**src/rtl/core_pkg.sv**
```systemverilog
// Shared definitions for the 5-stage MIPS core control blocks:
// register-zero constant, mult/div tracker state encoding and default latency.
package core_pkg;

   localparam logic [4:0] REG_ZERO = 5'd0;

   // Default cycles from mult/div issue in EX until HI/LO is written.
   localparam int unsigned MD_LATENCY_DEF = 4;

   // Wide enough for the largest supported latency (31).
   localparam int unsigned MD_CNT_W = 5;

   typedef enum logic {
      MD_IDLE = 1'b0,
      MD_BUSY = 1'b1
   } md_state_t;

endpackage

```
**src/rtl/hazard_unit_md_tracker.sv**
```systemverilog
// Multi-cycle mult/div occupancy tracker: raises md_busy for MD_LATENCY cycles
// after issue and pulses md_done in the cycle HI/LO is written.
module md_tracker
   import core_pkg::*;
#(
   parameter int unsigned MD_LATENCY = MD_LATENCY_DEF
) (
   input  logic clk,
   input  logic rst_n,
   input  logic md_start_ex,
   output logic md_busy,
   output logic md_done
);

   localparam logic [MD_CNT_W-1:0] LAT_LOAD = MD_CNT_W'(MD_LATENCY);

   md_state_t             state_q, state_d;
   logic [MD_CNT_W-1:0]   cnt_q, cnt_d;

   always_ff @(posedge clk or negedge rst_n) begin
      if (!rst_n) begin
         state_q <= MD_IDLE;
         cnt_q   <= '0;
      end else begin
         state_q <= state_d;
         cnt_q   <= cnt_d;
      end
   end

   // A start while busy is dropped: ID stalls any mult/div while md_busy is high.
   always_comb begin
      state_d = state_q;
      cnt_d   = cnt_q;
      md_busy = 1'b0;
      md_done = 1'b0;
      case (state_q)
         MD_IDLE: begin
            cnt_d = '0;
            if (md_start_ex) begin
               state_d = MD_BUSY;
               cnt_d   = LAT_LOAD;
            end
         end
         MD_BUSY: begin
            md_busy = 1'b1;
            cnt_d   = cnt_q - MD_CNT_W'(1);
            if (cnt_q == MD_CNT_W'(1)) begin
               md_done = 1'b1;
               state_d = MD_IDLE;
               cnt_d   = '0;
            end
         end
         default: begin
            state_d = MD_IDLE;
            cnt_d   = '0;
         end
      endcase
   end

endmodule

```
**src/rtl/hazard_unit.sv**
```systemverilog
// Stall/flush controller for the 5-stage MIPS core: load-use and HI/LO stalls,
// taken-branch squash, and a saturating count of stalled cycles.
module hazard_unit
   import core_pkg::*;
#(
   parameter int unsigned MD_LATENCY = MD_LATENCY_DEF,
   parameter int unsigned CNT_W      = 32
) (
   input  logic             clk,
   input  logic             rst_n,
   input  logic [4:0]       rs_id,
   input  logic [4:0]       rt_id,
   input  logic             uses_rt_id,
   input  logic             uses_hilo_id,
   input  logic             mem_read_ex,
   input  logic [4:0]       write_reg_addr_ex,
   input  logic             branch_taken_ex,
   input  logic             md_start_ex,
   output logic             pc_write,
   output logic             if_id_write,
   output logic             flush_if_id,
   output logic             flush_id_ex,
   output logic             md_busy,
   output logic             md_done,
   output logic [CNT_W-1:0] stall_count
);

   function automatic logic [CNT_W-1:0] sat_inc(input logic [CNT_W-1:0] v);
      return (&v) ? v : v + CNT_W'(1);
   endfunction

   logic load_use;
   logic hilo_wait;
   logic stall;

   md_tracker #(
      .MD_LATENCY (MD_LATENCY)
   ) u_md_tracker (
      .clk         (clk),
      .rst_n       (rst_n),
      .md_start_ex (md_start_ex),
      .md_busy     (md_busy),
      .md_done     (md_done)
   );

   assign load_use  = mem_read_ex && (write_reg_addr_ex != REG_ZERO) &&
                      ((write_reg_addr_ex == rs_id) ||
                       (uses_rt_id && (write_reg_addr_ex == rt_id)));
   assign hilo_wait = uses_hilo_id && md_busy;

   // The ID instruction is on the wrong path when a branch is taken, so its hazards are moot.
   assign stall = (load_use || hilo_wait) && !branch_taken_ex;

   always_comb begin
      pc_write    = 1'b1;
      if_id_write = 1'b1;
      flush_if_id = 1'b0;
      flush_id_ex = 1'b0;
      if (branch_taken_ex) begin
         flush_if_id = 1'b1;
         flush_id_ex = 1'b1;
      end else if (stall) begin
         pc_write    = 1'b0;
         if_id_write = 1'b0;
         flush_id_ex = 1'b1;
      end
   end

   always_ff @(posedge clk or negedge rst_n) begin
      if (!rst_n) begin
         stall_count <= '0;
      end else if (!pc_write) begin
         stall_count <= sat_inc(stall_count);
      end
   end

endmodule
```
**config.mk**
```make
export PLATFORM = sky130hd
export DESIGN_NAME = hazard_unit
export DESIGN_NICKNAME = d
export VERILOG_FILES = /design/src/rtl/core_pkg.sv /design/src/rtl/hazard_unit_md_tracker.sv /design/src/rtl/hazard_unit.sv
export SDC_FILE = /design/constraint.sdc
export NUM_CORES = 1
export LEC_CHECK = 0
export ABC_AREA = 1
export CAP_MARGIN = 20
export CORE_AREA = 2 2 109 111
export DETAILED_ROUTE_END_ITERATION = 8
export DIE_AREA = 0 0 111 113
export GPL_ROUTABILITY_DRIVEN = 0
export MAX_ROUTING_LAYER = met4
export PLACE_DENSITY = 0.44
export SETUP_SLACK_MARGIN = 0.02
export SKIP_LAST_GASP = 1
export SLEW_MARGIN = 20
export SYNTH_ARGS = -nofsm -noshare
export SYNTH_HDL_FRONTEND = slang
export SYNTH_SLANG_ARGS = --single-unit
```
**constraint.sdc**
```tcl
create_clock -name clk -period 1.81 [get_ports clk]
set_clock_uncertainty 0.05 [all_clocks]
set_input_delay 0.362 -clock clk [delete_from_list [all_inputs] [get_ports clk]]
set_output_delay 0.362 -clock clk [all_outputs]
set_load 0.02 [all_outputs]
```
* Yosys cells after proc, flatten, opt, wreduce, memory -nomap -nowiden
Index checks and enable logic that the tools add are counted.
** Storage, ports and cells
- Flip-flop bits (word level) :: 38
- Word-level logic and storage cells :: 36
** Operators by class
- Add/sub/neg operators :: 2
- Eq/ne operators :: 3
- Muxes and demuxes :: 14
- Bitwise gates (word level) :: 3
- Reductions and logical operators :: 11
** Operator list (number)
- $add 32x1->32 const B :: 1
- $reduce_and 32->1 :: 1
- $eq 5x5->1 :: 2
- $mux 1 :: 10
- $pmux 5 s2 :: 1
- $eq 5x1->1 const B :: 1
- $logic_and 1x1->1 :: 5
- $mux 5 :: 1
- $reduce_bool 5->1 :: 1
- $sub 5x1->5 const B :: 1
- $mux 3 :: 1
- $not 1->1 :: 3
- $logic_or 1x1->1 :: 2
- $pmux 1 s2 :: 1
- $reduce_and 2->1 :: 1
- $logic_not 1->1 :: 1

* Depth between registers and ports, before layout
- Depth in word-level cells :: 10
- Depth in mapped cells :: 12
- Gate-level depth less buffers :: 11

* Cells and area by module
From an unflattened synthesis, not the netlist that was laid out.
** Unflattened totals
- Cells, all modules :: 443
- Area total of the unflattened synthesis :: 2842.7 sq um
** By module, submodules not included
- hazard_unit :: instances 1, cells each 402, area an instance 2529.9 sq um, sequential area each 800.8 sq um
- md_tracker :: instances 1, cells each 41, area an instance 312.8 sq um, sequential area each 150.1 sq um

* Least setup slack after synthesis
No wires, ideal clock.
- Kind :: reg2reg
- From :: reg stall_count[0]
- To :: reg stall_count[28]
- Library setup time :: 0.118 ns
- Data arrival time :: 1.695 ns
- Setup slack :: -0.053 ns
- Cell stages (with the launch flop) :: 10
- Period minus slack after synthesis :: 1.863 ns
- Path through :: dfrtp_1 ha_1 inv_2 nor2_4 nand2_2 nor2_4 nand3_2 buf_2 nand4_1 nand2_1
** Between the ends
- Cells in the longest elaborated chain, start to end :: 3
- Elaborated cells on any way between the ends :: 4
** RTL lines
- from (decl) :: line hazard_unit.sv:25 : output logic [CNT_W-1:0] stall_count
- from (signal assigned) :: line hazard_unit.sv:73 : stall_count <= sat_inc(stall_count);
- branches (longest 3 deep; another with $add 32x1->32)
Parallel ways; which one is timed is not known.
A chain may end at the register's enable or synchronous reset.

* Worst setup path in the final report
- From :: reg stall_count[13]
- To :: out stall_count[13]
No word-level cell between the ends.

==> run_results.csv <==
group,metric,value,unit
outcome,outcome,"complete, no violations",
place,place_ws,-0.688,ns
sta,hold_violations,0,
drt,antenna_left,0,
clock_network,cts.sink_count,38,
drt,vias,2942,
place,dpl.cell_count,657,
floorplan,core_area,11300,um^2
drt,drcViolationCount,0,
clock_network,cts.clk_slew.worst_paths,0.06,ns
sta,fmax,568,MHz
sta,finalCriticalPeriod,1.76,ns
synth,ys_seq_area_share,34.5,%
global_routing,grt_overflow,0,
setup_path,worstPathMaxFanout,4,
synth,synthAdderAreaFrac,1.36,%
setup_path,cp-startpoint,"stall_count[13]",
global_routing,grt_pass1_wl,14.3,mm
floorplan,ios,60,
clock_network,h-tree-depth,2,
global_routing,antenna_found_initial,0,
finish,nFillCells,1250,
synth,synthFlopType,"dfrtp_1",
synth,synth-compound-area-share,0.363,%
synth,syn_nets,452,
clock_network,cts_hold_buf,0,
setup_path,critPathArrivalTime,1.35,ns
sta,fin_ws,0.0487,ns
power,powerDensity,774,nW/um^2
synth,yosys_register_bits,38,
floorplan,start_util,24.5,%
setup_path,cp-start-kind,"flip-flop",
flow_run,cap_violations,0,
drt,wl_met2,3.99,mm
sta,rsz0062_at_grt,"true",
drt,top_layer_used,"met4",
synth,yosysUniqueCellTypes,22,
synth,synth_xor_xnor_area_share,6.03,%
global_routing,grt_max_degree,36,
clock_network,cts_buffers,5,
sta,relSlewSlack,63.1,%
sta,fin_crit_sh,97.3,%
power,power.leakage,2.25,nW
drt,totalWireLength,8.76,mm
drt,drtPass1Iterations,4,
place,port_buffers,59,
drt,wl_per_cell,13.2,um
floorplan,fp.dieW,111,um
floorplan,rows,39,
sta,slew_viol_final,0,
drt,drt-initial-drc-count,185,
synth,synth_top_family_by_area,"simple AND/OR/NAND/NOR gates",
sta,worstMarginPinSlew,0.554,ns
synth,postSynthAreaPerCell,6.46,um^2
synth,syn-cell-area,2760,um^2
synth,syn_inst,427,
worst_hold_path,hp-class,"in -> async",
clock_network,clockRootBuffer,"clkbuf_16",
synth,synth-async-reset-ratio,100,%
synth,yosys.area_share.simple,50.2,%
setup_path,cp-end-kind,"output pin",
setup_path,worstPathRequired,1.40,ns
setup_path,path_class,"reg -> out",
synth,synth_edf_count,0,
synth,synthMuxAreaShare,0,%
global_routing,grt_usage,14.4,%
finish,diodes,0,
drt,wl_met1,4.41,mm
floorplan,fp.dieH,113,um
clock_network,cts_tree,"yes",
clock_network,post-cts-setup-buffer-count,0,
clock_network,clockBufferDepth,2,
clock_network,clk_latency,0.29,ns
finish,synthToLayoutAreaGrowth,42.4,%
sta,setup_viol,0,
finish,fin_nets,546,
finish,finalNonFillerCells,665,
place,place_hpwl,6.82,mm
power,ir_worst_vdd,0.527,mV
setup_path,r2r-start,"stall_count[1]",
finish,drive_above_1_share,17.0,%
synth,yosysWarnings,0,
floorplan,dieArea,12500,um^2
global_routing,grt_pass1_vias,2800,
drt,vias_per_cell,4.42,
drt,wl_met3,285,um
## Yosys cell counts, types with 3 or more instances
cell type | instances | area (um^2)
nand2_1 | 194 | 728
xor2_1 | 12 | 105
inv_1 | 23 | 86.3
nand4_1 | 34 | 213
nor2_1 | 61 | 229
dfrtp_1 | 38 | 951
xnor2_1 | 7 | 61.3
nand3b_1 | 15 | 113
buf_1 | 3 | 11.3
buf_2 | 6 | 30.0
nand3_1 | 6 | 30.0
inv_2 | 8 | 30.0
buf_6 | 3 | 33.8
ha_1 | 3 | 37.5
## routing by layer
layer	GRT usage (%)	vias to the layer above
li1	-	1534
met1	20.3	1351
met2	22.2	51
met5	-	-
met3	2.04	6
met4	3.00	0
## cells by family (layout without fill, tap and decap cells)
logic type	Yosys count	count (layout)
AND/OR/NAND/NOR	319	319
buffers and inverters	46	141
AO/OA/AOI/OAI	2	2
XOR/XNOR	19	19
flip-flops	38	38
adder cells (fa/ha/maj)	3	3
## cell usage in the layout, fill, tap and decap left out, types with 2 or more instances in the layout
cell	instances
xor2_1	12
nand4_1	34
dlygate4sd2_1	18
dfrtp_2	2
clkbuf_2	8
dfrtp_1	36
buf_6	2
xnor2_1	7
inv_2	9
dlymetal6s2s_1	16
buf_4	40
ha_1	2
nand2_1	192
nand2_2	2
nor2_4	2
buf_2	5
nand3_1	6
nor2_1	58
clkdlybuf4s50_1	7
nand3b_1	15
inv_1	22
nor2_2	5
nand2_4	2
clkbuf_16	5
clkdlybuf4s15_1	3
## sequential cells by signal (all words and copies together), names as in the netlist
signal,count
stall_count,32
u_md_tracker.state_q,1
u_md_tracker.cnt_q,5
## report_power, final
part	switching (mW)	leakage (nW)	total (mW)	internal [mW]
combinational	0.577	1.66	1.01	0.429
clock	0.365	0.0771	1.02	0.651
sequential	0.0636	0.514	1.02	0.959
total	1.01	2.25	3.04	2.04
## stage by stage
stage	instance area (um^2)	hold WS, ns	utilization [%]	TNS [ns]	power, mW
floorplan	2770	0.0164	-	0	1.62
global placement	3770	0.333	33.4	-21.39	2.07
detailed placement	3770	0.335	33.4	-22.55	2.09
CTS	3920	0.0295	34.8	0	3.10
global route	3930	0.0474	34.9	-0.00820	3.25
finish	3930	0.00936	34.9	0	3.04
## worst max-delay path, cell delays in order, from the launching register on
cell and delay [ns]:
dfrtp_1 0.34, buf_4 0.13, clkdlybuf4s50_1 0.59
## final timing paths
path | to | slack (ns) | cells past startpoint
hold / removal | stall_count[9] | 0.009 | 1
setup reg to reg | stall_count[30] | 0.11 | 9
min in group clk | u_md_tracker.cnt_q[0] | 0.48 | 2
max in group asynchronous | stall_count[22] | 1.12 | 2
setup / recovery | stall_count[13] | 0.05 | 2
hold reg to reg | u_md_tracker.cnt_q[0] | 0.48 | 2
## timing repair
item / in CTS / in global routing
pin swaps: 12 / 11
cloned: 0 / 0
setup endpoints to repair: 51 / 51
resized for setup: 62 / 41
## cell type report
class                   instances  area [um^2]  share of cell area [%]
inverters                      32          120                    3.06
flip-flops and latches         38          953                    24.3
multi-input cells             343         1630                    41.5
clock buffers                   6          129                    3.28
repair buffers                101          881                    22.4
clock inverters                 2         37.5                   0.955
well taps                     143          179                    4.55
Power figures use the tool's default switching activity.
